--- config.mk ---
export PLATFORM = sky130hd
export DESIGN_NAME = branch_pred_unit
export DESIGN_NICKNAME = d
export VERILOG_FILES = /design/src/rtl/branch_pred_unit_pkg.sv /design/src/rtl/branch_pred_unit_bht_table.sv /design/src/rtl/branch_pred_unit.sv
export SDC_FILE = /design/constraint.sdc
export NUM_CORES = 1
export LEC_CHECK = 0
export CORE_MARGIN = 4
export CORE_UTILIZATION = 61
export DETAILED_ROUTE_END_ITERATION = 8
export GPL_ROUTABILITY_DRIVEN = 0
export HOLD_SLACK_MARGIN = 0.05
export PLACE_DENSITY_LB_ADDON = 0.3
export SETUP_SLACK_MARGIN = 0.2
export SLEW_MARGIN = 20
export SYNTH_ARGS = -nofsm -noshare
export SYNTH_HDL_FRONTEND = slang
export SYNTH_SLANG_ARGS = --single-unit
--- constraint.sdc ---
create_clock -name clk -period 11.26 [get_ports clk]
set_input_delay 2.252 -clock clk [delete_from_list [all_inputs] [get_ports clk]]
set_output_delay 2.252 -clock clk [all_outputs]
set_load 0.01 [all_outputs]
--- src/rtl/branch_pred_unit_pkg.sv ---
// branch_pkg: shared types and helpers for the branch prediction unit.
//   bht_entry_t : one table entry {valid, ctr, target}. The ctr field is sized for
//                 the widest supported counter (CTR_W_MAX); only the low CTR_W bits
//                 are meaningful for a given instance.
//   ctr_init    : weakly-not-taken reset value for a w-bit counter.
//   ctr_next    : saturating up/down step for a w-bit counter.
//   CTR_INIT    : reset value for the default 2-bit counter.
package branch_pkg;

  localparam int unsigned CTR_W_MAX = 8;
  localparam int unsigned CTR_W_DEF = 2;

  typedef struct packed {
    logic                 valid;
    logic [CTR_W_MAX-1:0] ctr;
    logic [31:0]          target;
  } bht_entry_t;

  function automatic logic [CTR_W_MAX-1:0] ctr_max(input int unsigned w);
    return CTR_W_MAX'((32'd1 << w) - 32'd1);
  endfunction

  function automatic logic [CTR_W_MAX-1:0] ctr_init(input int unsigned w);
    return CTR_W_MAX'((32'd1 << (w - 1)) - 32'd1);
  endfunction

  localparam logic [CTR_W_MAX-1:0] CTR_INIT = ctr_init(CTR_W_DEF);

  function automatic logic [CTR_W_MAX-1:0] ctr_next(input logic [CTR_W_MAX-1:0] ctr,
                                                   input logic                 taken,
                                                   input int unsigned          w);
    logic [CTR_W_MAX-1:0] lim;
    lim = ctr_max(w);
    if (taken) begin
      return (ctr >= lim) ? lim : ctr + 1'b1;
    end
    return (ctr == '0) ? '0 : ctr - 1'b1;
  endfunction

endpackage

--- src/rtl/branch_pred_unit_bht_table.sv ---
// bht_table: direct-mapped branch history table storage.
//   clk, reset         : clock, asynchronous active-low reset (clears every entry)
//   rd_idx_i/rd_entry_o: asynchronous read port (IF lookup, pre-update value)
//   wr_en_i, wr_idx_i,
//   wr_taken_i,
//   wr_target_i        : synchronous read-modify-write update port (EX resolve)
module bht_table
  import branch_pkg::*;
#(
  parameter int unsigned IDX_W = 4,
  parameter int unsigned CTR_W = 2
) (
  input  logic             clk,
  input  logic             reset,
  input  logic [IDX_W-1:0] rd_idx_i,
  output bht_entry_t       rd_entry_o,
  input  logic             wr_en_i,
  input  logic [IDX_W-1:0] wr_idx_i,
  input  logic             wr_taken_i,
  input  logic [31:0]      wr_target_i
);

  localparam int unsigned DEPTH = 1 << IDX_W;

  logic [DEPTH-1:0] valid_q;
  logic [CTR_W-1:0] ctr_q    [DEPTH];
  logic [31:0]      target_q [DEPTH];

  always_ff @(posedge clk or negedge reset) begin
    if (!reset) begin
      for (int unsigned i = 0; i < DEPTH; i++) begin
        valid_q[i]  <= 1'b0;
        ctr_q[i]    <= CTR_W'(ctr_init(CTR_W));
        target_q[i] <= '0;
      end
    end else if (wr_en_i) begin
      valid_q[wr_idx_i] <= 1'b1;
      ctr_q[wr_idx_i]   <= CTR_W'(ctr_next(CTR_W_MAX'(ctr_q[wr_idx_i]), wr_taken_i, CTR_W));
      if (wr_taken_i) begin
        target_q[wr_idx_i] <= wr_target_i;
      end
    end
  end

  always_comb begin
    rd_entry_o        = '0;
    rd_entry_o.valid  = valid_q[rd_idx_i];
    rd_entry_o.ctr    = CTR_W_MAX'(ctr_q[rd_idx_i]);
    rd_entry_o.target = target_q[rd_idx_i];
  end

endmodule

--- src/rtl/branch_pred_unit.sv ---
// branch_pred_unit: EX-stage branch/JAL/JALR/halt resolution plus a dynamic
// predictor (direct-mapped BHT of saturating counters with target field).
//   clk, reset                      : clock, asynchronous active-low reset
//   if_pc -> if_pred_taken/_target  : zero-latency IF lookup
//   ex_* inputs                     : instruction in EX and its piped prediction
//   ex_pc_four                      : link value (ex_pc when halting)
//   ex_br_pc, ex_pc_sel, ex_flush   : redirect on mispredict or halt
// Optional build macro BRANCH_STATS_EN adds 32-bit outputs stat_branches
// (table update events) and stat_mispred (mispredicted cycles).
module branch_pred_unit
  import branch_pkg::*;
#(
  parameter int unsigned PC_W      = 9,
  parameter int unsigned BHT_DEPTH = 16,
  parameter int unsigned CTR_W     = 2
) (
  input  logic            clk,
  input  logic            reset,
  input  logic [PC_W-1:0] if_pc,
  output logic            if_pred_taken,
  output logic [31:0]     if_pred_target,
  input  logic            ex_valid,
  input  logic [PC_W-1:0] ex_pc,
  input  logic [31:0]     ex_imm,
  input  logic            ex_branch,
  input  logic            ex_jalr,
  input  logic            ex_halt,
  input  logic [31:0]     ex_alu_result,
  input  logic            ex_pred_taken,
  input  logic [31:0]     ex_pred_target,
  output logic [31:0]     ex_pc_four,
  output logic [31:0]     ex_br_pc,
  output logic            ex_pc_sel,
  output logic            ex_flush
`ifdef BRANCH_STATS_EN
  ,
  output logic [31:0]     stat_branches,
  output logic [31:0]     stat_mispred
`endif
);

  localparam int unsigned IDX_W = $clog2(BHT_DEPTH);

  bht_entry_t  rd_entry;
  logic [31:0] ex_pc32;
  logic [31:0] act_tgt;
  logic        act_taken;
  logic        mispred;
  logic        halt_v;
  logic        upd_en;
  logic        unused_bits;

  bht_table #(
    .IDX_W (IDX_W),
    .CTR_W (CTR_W)
  ) u_bht (
    .clk         (clk),
    .reset       (reset),
    .rd_idx_i    (if_pc[IDX_W+1:2]),
    .rd_entry_o  (rd_entry),
    .wr_en_i     (upd_en),
    .wr_idx_i    (ex_pc[IDX_W+1:2]),
    .wr_taken_i  (act_taken),
    .wr_target_i (act_tgt)
  );

  // Untagged lookup: fetch PC bits outside the index and the unused counter
  // bits of the wide entry type are deliberately ignored.
  assign unused_bits = ^{if_pc, rd_entry.ctr};

  assign if_pred_taken  = rd_entry.valid & rd_entry.ctr[CTR_W-1];
  assign if_pred_target = if_pred_taken ? rd_entry.target : '0;

  assign ex_pc32   = 32'(ex_pc);
  assign act_taken = ex_valid & ((ex_branch & ex_alu_result[0]) | ex_jalr);
  assign act_tgt   = ex_jalr ? ex_alu_result : ex_pc32 + ex_imm;
  assign mispred   = ex_valid & ~ex_halt &
                     ((act_taken != ex_pred_taken) | (act_taken & (act_tgt != ex_pred_target)));
  assign halt_v    = ex_valid & ex_halt;
  assign upd_en    = ex_valid & ~ex_halt & (ex_branch | ex_jalr);

  assign ex_pc_four = ex_halt ? ex_pc32 : ex_pc32 + 32'd4;

  always_comb begin
    ex_pc_sel = 1'b0;
    ex_flush  = 1'b0;
    ex_br_pc  = '0;
    if (halt_v) begin
      ex_pc_sel = 1'b1;
      ex_flush  = 1'b1;
      ex_br_pc  = ex_pc32;
    end else if (mispred) begin
      ex_pc_sel = 1'b1;
      ex_flush  = 1'b1;
      ex_br_pc  = act_taken ? act_tgt : ex_pc32 + 32'd4;
    end
  end

`ifdef BRANCH_STATS_EN
  logic [31:0] stat_branches_q;
  logic [31:0] stat_mispred_q;

  always_ff @(posedge clk or negedge reset) begin
    if (!reset) begin
      stat_branches_q <= '0;
      stat_mispred_q  <= '0;
    end else begin
      if (upd_en) begin
        stat_branches_q <= stat_branches_q + 32'd1;
      end
      if (mispred) begin
        stat_mispred_q <= stat_mispred_q + 32'd1;
      end
    end
  end

  assign stat_branches = stat_branches_q;
  assign stat_mispred  = stat_mispred_q;
`else
  // No statistics hardware in this build.
`endif

endmodule
# After elaboration in Yosys (flattened, before gate mapping)
# Index checks and enable logic that the tools add are counted.
# classes
n_addsub	4
magnitude_cmp	7
n_eq_ne	2
muxes	34
bitwise	15
n_reduce_logical	4
# ops
cell	n
512-bit bitwise mux	1
32-bit 2-to-1 mux	9
32-bit binary-select mux with 4-bit select	1
32-bit demux with 4-bit select	1
9-bit by 32-bit adder with 32-bit output	1
32-bit bitwise mux	1
32-bit != test	1
2-bit 2-to-1 mux	10
2-bit binary-select mux with 4-bit select	2
16-bit OR	1
9-bit by 3-bit adder with 10-bit output (second input constant)	1
5-bit greater-or-equal comparator (second input constant)	2
4-bit by 5-bit < comparator with 1-bit output (second input constant)	2
4-bit inverter with 5-bit output	2
1-bit bitwise AND	8
2-bit demux with 4-bit select	1
1-bit 2-to-1 mux	6
5-bit by 1-bit < comparator with 1-bit output (second input constant)	1
1-bit binary-select mux with 4-bit select	1
1-bit demux with 4-bit select	1
4-bit by 1-bit greater-or-equal comparator with 1-bit output (second input constant)	1
1-bit OR	3
2-bit by 1-bit adder with 2-bit output (second input constant)	1
2-bit greater-or-equal comparator (second input constant)	1
other kinds (6)	7
# totals
ff_bits	560
inputBits	121
output_inout_bits	99
wordCells	99

# Logic depth before layout (Yosys ltp)
# Gate-level depths: netlist of the first run.
# depth
ltp_word	10
depth_mapped	15
depth_no_buf	12

# Cells and area by module
# From an unflattened synthesis of the first run, not the netlist that was laid out.
# hier_totals
cells_unflattened	2180
area_unflattened_um2	29723.5
# modules_own_cells
mod	instances	cells_each	area_per_inst_um2	seq_area_each_um2
bht_table	1	1499	25323.0	14033.5
branch_pred_unit	1	681	4400.5	0.0

# Worst setup path after synthesis of the first run
# OpenSTA, ideal clock, no wires.
# synth_path
kind	input-to-output
start	in ex_pc[0]
end	out ex_pc_sel
arrival_time_ns	5.169
required_time_ns	9.008
setup_slack_ns	3.839
cell_stages	15
path_buffers	3
path_cell_list	ha_1 -> fa_1 -> a211oi_2 -> nor3_2 -> or2_1 -> buf_2 -> nand3_1 -> xnor2_1 -> a221o_1 -> a2111oi_0 -> nand4_1 -> o211ai_2 -> buf_6 -> nand2_1 -> buf_4
# synth_between
elab_chain_len	8
# synth_lines
element	line	text
from (decl)	branch_pred_unit.sv:23	input logic [PC_W-1:0] ex_pc,
9-bit by 32-bit adder with 32-bit output	branch_pred_unit.sv:76	assign act_tgt = ex_jalr ? ex_alu_result : ex_pc32 + ex_imm;
32-bit 2-to-1 mux	branch_pred_unit.sv:76	
32-bit != test	branch_pred_unit.sv:78	((act_taken != ex_pred_taken) | (act_taken & (act_tgt != ex_pred_target)));
1-bit bitwise AND	branch_pred_unit.sv:78	
1-bit OR	branch_pred_unit.sv:78	
1-bit bitwise AND	branch_pred_unit.sv:77	assign mispred = ex_valid & ~ex_halt &
1-bit 2-to-1 mux (2 in series)	--	
to (decl)	branch_pred_unit.sv:33	output logic ex_pc_sel,
# No other way between the ends.

# Final worst setup path of the first run
# layout_path
start	in ex_pc[3]
end	out ex_br_pc[17]
# layout_between
elab_chain_len	8
word_cells_on_any_way	9
classes_between	add/sub: 1; eq/ne: 1; mux: 4; bitwise: 3
# layout_lines
element	line	text
9-bit by 32-bit adder with 32-bit output *	branch_pred_unit.sv:76	
32-bit 2-to-1 mux *	branch_pred_unit.sv:76	
32-bit != test	branch_pred_unit.sv:78	
1-bit bitwise AND	branch_pred_unit.sv:78	
1-bit OR	branch_pred_unit.sv:78	
1-bit bitwise AND	branch_pred_unit.sv:77	
32-bit 2-to-1 mux *	branch_pred_unit.sv:92	end else if (mispred) begin
32-bit 2-to-1 mux *	branch_pred_unit.sv:88	if (halt_v) begin
to (decl)	branch_pred_unit.sv:32	output logic [31:0] ex_br_pc,
# Mark *: on every way between the ends. The rest lies on a longest branch, timed or not.

==> results of run 1 <==
[cell families (layout without fill, tap and decap cells)]
kind of cell / after synthesis / count (layout) / synth area share
buf+inv: 272 / 364 / 0.04416
compound gates: 653 / 653 / 0.1298
other cells: 1 / 22 / 0.0001351
fa+ha+maj: 16 / 16 / 0.007300
mux: 232 / 232 / 0.1639
flops: 560 / 560 / 0.5054
simple gates: 823 / 823 / 0.1293
xor+xnor: 63 / 63 / 0.01987
[layout make-up]
cell class,count,area [µm²],area share
flip-flops and latches,560,14030,0.4426
inverters,20,75.07,0.002368
repair buffers,247,2359,0.07439
clock inverters,13,191.4,0.006038
clock buffers,84,1679,0.05296
well taps,592,740.7,0.02336
multi-input cells,1809,12630,0.3982
[worst paths after layout]
kind	from	to	slack [ns]	cells after the start
setup / recovery	ex_pc[3]	ex_br_pc[17]	1.37	14
hold / removal	u_bht.valid_q[7]	u_bht.valid_q[7]	0.46	1
setup reg to reg	u_bht.ctr_q[9]	u_bht.ctr_q[13]	8.74	4
hold reg to reg	u_bht.valid_q[7]	u_bht.valid_q[7]	0.46	1
max in group asynchronous	reset	u_bht.target_q[178]	7.36	3
min in group asynchronous	reset	u_bht.target_q[358]	1.76	1
[stage by stage]
stage	util	instance area, µm²	total power, mW	instances
2_1_floorplan	-	27840	2.797	2641
3_3_place_gp	0.6683	29810	3.021	3228
3_5_place_dp	0.6683	29810	3.073	3228
4_1_cts	0.7102	31680	4.952	3325
5_1_grt	0.7108	31700	5.145	3325
6_report	0.7108	31700	4.950	3325
[cells in the final DEF, fill, tap and decap left out, types with 7 or more instances in the layout]
cell type / count
mux2_2: 49
mux2i_1: 7
nor3_1: 41
dfrtp_1: 544
inv_1: 19
buf_4: 52
o21ai_1: 7
clkdlybuf4s50_1: 186
o22ai_1: 8
dfstp_2: 16
or3_1: 9
nand2_1: 548
nand3_1: 43
o31ai_1: 7
xor2_1: 26
a31oi_1: 8
o21ai_0: 528
mux4_2: 172
a211oi_1: 7
a21o_1: 7
a21oi_1: 26
clkbuf_16: 58
clkbuf_8: 14
nand4_1: 18
nand2b_1: 19
ha_1: 13
clkbuf_1: 13
nor2b_1: 38
or2_2: 17
conb_1: 22
xnor2_1: 37
nor2_1: 57
[power by group]
part           internal, mW  total, mW  switching (mW)
Clock                  1.12       1.89           0.775
Combinational         0.317      0.716           0.399
Sequential             2.23       2.34           0.115
[sequential cells by signal, summed over array words and instances (netlist names)]
register / count
u_bht.target_q: 512
u_bht.valid_q: 16
u_bht.ctr_q: 32
[Yosys cell counts (29+ instances only)]
cell and n:
nor2_1 57, xnor2_1 37, clkbuf_1 141, buf_2 64, nor2b_1 38, nand3_1 43
a21oi_1 29, mux2_2 49, nor3_1 41, nand2_1 549, o21ai_0 528, dfrtp_1 544
mux4_2 172
[layer usage]
| layer | GRT usage | vias to the layer above |
|---|---|---|
| met5 | 0 | - |
| met3 | 0.06281 | 265 |
| met1 | 0.4209 | 10700 |
| met4 | 0.1395 | 0 |
| li1 | - | 9347 |
| met2 | 0.5411 | 1194 |
==> flow_summary.json, run 1 <==
{
  "outcome": "finished clean",
  "slew_viol_final": 0,
  "hold_viol_final": 0,
  "yosysTopAreaCellShare": 0.4903,
  "max_freq_mhz": 101.1,
  "drt_wl_total_mm": 79.18,
  "grt_pass1_wl_mm": 126.0,
  "ios": 220,
  "syn_inst": 2620,
  "synth_area_um2": 27770,
  "timing.slew.headroom": 0.3519,
  "worst_pin_slew_ns": 0.9722,
  "first_pass_iters": 6,
  "grt_util_all_layers": 0.3243,
  "synth_flop_cell": "dfrtp_1",
  "die_h_um": 221.3,
  "critPathMaxFanout": 29,
  "top_layer_used": "met4",
  "dieArea_um2": 48990,
  "nets": 2829,
  "ys_ff_latch": 560,
  "start_util": 0.6225,
  "ys_top_cells_by_area": "dfrtp_1, mux4_2, o21ai_0",
  "p_leak_nw": 13.56,
  "critPathRequiredTime_ns": 9.01,
  "wl_per_cell_um": 23.81,
  "vias": 21510,
  "cts.sinks": 560,
  "crit_path_top_delay_cell": "clkdlybuf4s50_1",
  "drive_gt1_frac": 0.1592,
  "path_class": "input port to output port",
  "grt_max_degree": 193,
  "critPathMaxStageDelay_ns": 0.83,
  "place_ws_ns": 1.519,
  "overflow": 0,
  "path_delay_family": "buffers and inverters",
  "met3RoutedLength_mm": 7.235,
  "path_cells": "clkdlybuf4s50_1 > ha_1 > a21oi_1 > o211ai_2 > a21oi_2 > nor3_1 > or3_1 > o2111ai_1 > nor4_1 > nand4_1 > o211ai_4 > buf_4 > nor3_1 > clkdlybuf4s50_1",
  "portBuffers": 192,
  "finalWorstSetupSlack_ns": 1.373,
  "fillers": 3069,
  "cts_tree": "done",
  "cts-resized-gates": 0,
  "rsz0062_at_grt": "no",
  "period_minus_slack_ns": 9.887,
  "whs_ns": 0.4646,
  "detail_route.vias_per_cell": 6.468,
  "p_per_area_nw_per_um2": 156.1,
  "grt_pass1_vias": 22600,
  "core_um2": 44610,
  "synthArstFlopShare": 1.000,
  "setup_tns_ns": 0,
  "rows": 77,
  "wl_met1_mm": 29.70,
  "clockBufferDepth": 3,
  "clk_pin_slew_ns": 0.06,
  "synth_area_per_cell_um2": 10.60,
  "dr_wl_met2_mm": 38.72,
  "fin_crit_sh": 0.8780,
  "numCtsBuffers": 56,
  "yosysWarnings": 0,
  "cp-start-kind": "input port",
  "yosysUniqueCellTypes": 75,
  "finClkSkew_ns": 0.006181,
  "drt_first_iter_violations": 2647,
  "synth-seq-area-share": 0.5054,
  "drc": 0,
  "ctsRootBufferMaster": "clkbuf_16",
  "drtAntennaViolNets": 0,
  "synth_edf_count": 0,
  "max-vdd-ir-drop_v": 0.0001213,
  "cp.arrival_ns": 7.63,
  "yosys.area.top_type": "dfrtp_1",
  "cts_setup_buffers": 0,
  "holdBufCountCts": 0,
  "cts_max_level": 2,
  "hold_path_class": "register to register",
  "antenna_found_initial": 1,
  "clk_latency_ns": 0.59,
  "hpwl_mm": 48.10,
  "die_x_um": 221.3,
  "drv_cap": 0,
  "area_growth_pct": 14.19,
  "setup_violations": 0,
  "end_kind": "output port",
  "antennaDiodeCount": 0,
  "worst-path-buf-inv": 3
}
No activity file was read; power rests on OpenSTA's default activity.
==> inputs of run 2 (changes only) <==
--- a/config.mk
+++ b/config.mk
@@ -5,8 +5,10 @@
 export SDC_FILE = /design/constraint.sdc
 export NUM_CORES = 1
 export LEC_CHECK = 0
+export CORE_ASPECT_RATIO = 0.6
 export CORE_MARGIN = 4
 export CORE_UTILIZATION = 61
+export CTS_BUF_LIST = sky130_fd_sc_hd__clkbuf_16
 export DETAILED_ROUTE_END_ITERATION = 8
 export GPL_ROUTABILITY_DRIVEN = 0
 export HOLD_SLACK_MARGIN = 0.05
==> run 2 against run 1 <==
Net effect:
- sequential power about the same
- largest cell class unchanged
- fmax down 0.81%
- first-iteration DRC count down 0.45%
- core utilization down 1.3 points
- critical endpoint is now ex_br_pc[19]
- routed wire length up 1.1%
- setup slack worse by 0.080 ns
- highest routed layer is now met5
- die area up 0.23%
==> flow_summary.json, run 2 (synthesis gave the netlist of run 1 again) <==
{
  "start_util": 0.6185,
  "worst_pin_slew_ns": 1.101,
  "die_x_um": 283.4,
  "cp-start-kind": "input port",
  "setup_tns_ns": 0,
  "rr_startpoint": "u_bht.ctr_q[15]",
  "nets": 2825,
  "max_freq_mhz": 100.3,
  "antenna_found_initial": 3,
  "whs_ns": 0.4684,
  "cts_setup_buffers": 0,
  "dieArea_um2": 49110,
  "holdBufCountCts": 0,
  "clockBufferDepth": 3,
  "critPathMaxFanout": 19,
  "cts_max_level": 2,
  "wl_per_cell_um": 24.12,
  "overflow": 0,
  "outcome": "finished clean",
  "largest_reg_flops": 512,
  "worstHoldStart": "u_bht.valid_q[2]",
  "largest-register": "u_bht.target_q",
  "grt_pass1_wl_mm": 125.1,
  "cts-resized-gates": 0,
  "area_growth_pct": 12.90,
  "hold_path_class": "register to register",
  "setup_violations": 0,
  "cts_tree": "done",
  "detail_route.vias_per_cell": 6.507,
  "clk_latency_ns": 0.59,
  "critPathRequiredTime_ns": 9.01,
  "finClkSkew_ns": 0.03653,
  "drc": 0,
  "path_class": "input port to output port",
  "core_um2": 44890,
  "reg2regPathDepth": 4,
  "cp.arrival_ns": 7.72,
  "grt_pass1_vias": 21880,
  "ctsRootBufferMaster": "clkbuf_16",
  "rsz0062_at_grt": "no",
  "p_total_mw": 4.681,
  "drv_cap": 0,
  "vias": 21580,
  "r2r_slack_ns": 8.67,
  "top_regs": "u_bht.target_q: 512 flops, u_bht.ctr_q: 32 flops, u_bht.valid_q: 16 flops",
  "antennaDiodeCount": 0,
  "drt_first_iter_violations": 2635,
  "die_h_um": 173.3,
  "end_kind": "output port",
  "hold_viol_final": 0,
  "portBuffers": 192,
  "drive_gt1_frac": 0.1518,
  "numCtsBuffers": 49,
  "layout_common_cells": "nand2_1, dfrtp_1, o21ai_0, clkdlybuf4s50_1, mux4_2",
  "max-vdd-ir-drop_v": 0.0001816,
  "p_per_area_nw_per_um2": 149.3,
  "first_pass_iters": 6,
  "layout_commonest_cell": "nand2_1",
  "fin_crit_sh": 0.8852,
  "hold_end": "u_bht.valid_q[2]",
  "drtAntennaViolNets": 0,
  "grt_util_all_layers": 0.3244,
  "whs_path_depth": 1,
  "clk_pin_slew_ns": 0.06,
  "cts.sinks": 560,
  "drt_wl_total_mm": 80.01,
  "rows": 60,
  "slew_viol_final": 0,
  "period_minus_slack_ns": 9.967,
  "p_leak_nw": 13.46,
  "regToRegEndpoint": "u_bht.ctr_q[7]",
  "ios": 220,
  "grt_max_degree": 202,
  "hpwl_mm": 49.76,
  "timing.slew.headroom": 0.2661
}
## run 2: cell count changes in the layout (fill, tap and decap cells not counted), sizes merged
cell | before | now
buf | 60 | 63
clkinv | 7 | 19
inv | 20 | 38
clkinvlp | 2 | 0
bufinv | 4 | 3
clkbuf | 85 | 50
## run 2: worst max-delay path by stage
stage | cells past startpoint | start | to | slack [ns]
2_1_floorplan | 15 | ex_pc[0] | ex_pc_sel | 3.84
3_3_place_gp | 14 | ex_pc[5] | ex_br_pc[19] | 1.66
3_5_place_dp | 14 | ex_pc[5] | ex_br_pc[19] | 1.55
4_1_cts | 14 | ex_pc[5] | ex_br_pc[19] | 1.56
5_1_grt | 14 | ex_pc[5] | ex_br_pc[10] | 1.18
6_report | 14 | ex_pc[5] | ex_br_pc[19] | 1.29
## run 2: where the power goes
| group | switching [mW] | internal [mW] | total [mW] |
|---|---|---|---|
| logic | 0.404 | 0.317 | 0.722 |
| registers | 0.115 | 2.23 | 2.34 |
| clock network | 0.757 | 0.860 | 1.62 |
## run 2: per-stage QoR
step	area, µm²	cells	setup WS (ns)	util
6_report	31350	3317	1.293	0.6982
5_1_grt	31350	3317	1.177	0.6982
4_1_cts	31310	3316	1.559	0.6974
3_5_place_dp	29820	3227	1.554	0.6643
3_3_place_gp	29810	3227	1.663	0.6641
2_1_floorplan	27840	2641	3.839	-
## run 2: per-layer routing
metal | global-route usage | vias up | share of wire
met2 | 0.4986 | 1233 | 0.46
met5 | 0 | - | 0.00034
li1 | - | 9336 | -
met1 | 0.4536 | 10780 | 0.39
met4 | 0.1018 | 4 | 0.033
met3 | 0.09671 | 228 | 0.11
## run 2: area by class of cell
| cell class | instances | area (µm²) |
|---|---|---|
| timing repair buffer | 250 | 2385 |
| clock inverter | 40 | 260.3 |
| inverter | 20 | 75.07 |
| multi-input combinational | 1809 | 12630 |
| fill | 3160 | 13550 |
| sequential | 560 | 14030 |
| clock buffer | 49 | 1226 |
| tap | 589 | 737.0 |
## run 2: worst max-delay path, cell delays in order
cell and delay [ns]:
clkdlybuf4s50_1 0.77, ha_1 0.57, o211ai_1 0.15, nor3_2 0.36
or2_1 0.40, nand3_1 0.22, xnor2_1 0.20, a221o_1 0.38
a2111oi_0 0.69, nand4_1 0.27, o211ai_4 0.31, buf_4 0.46
nor3_1 0.11, clkdlybuf4s50_1 0.53
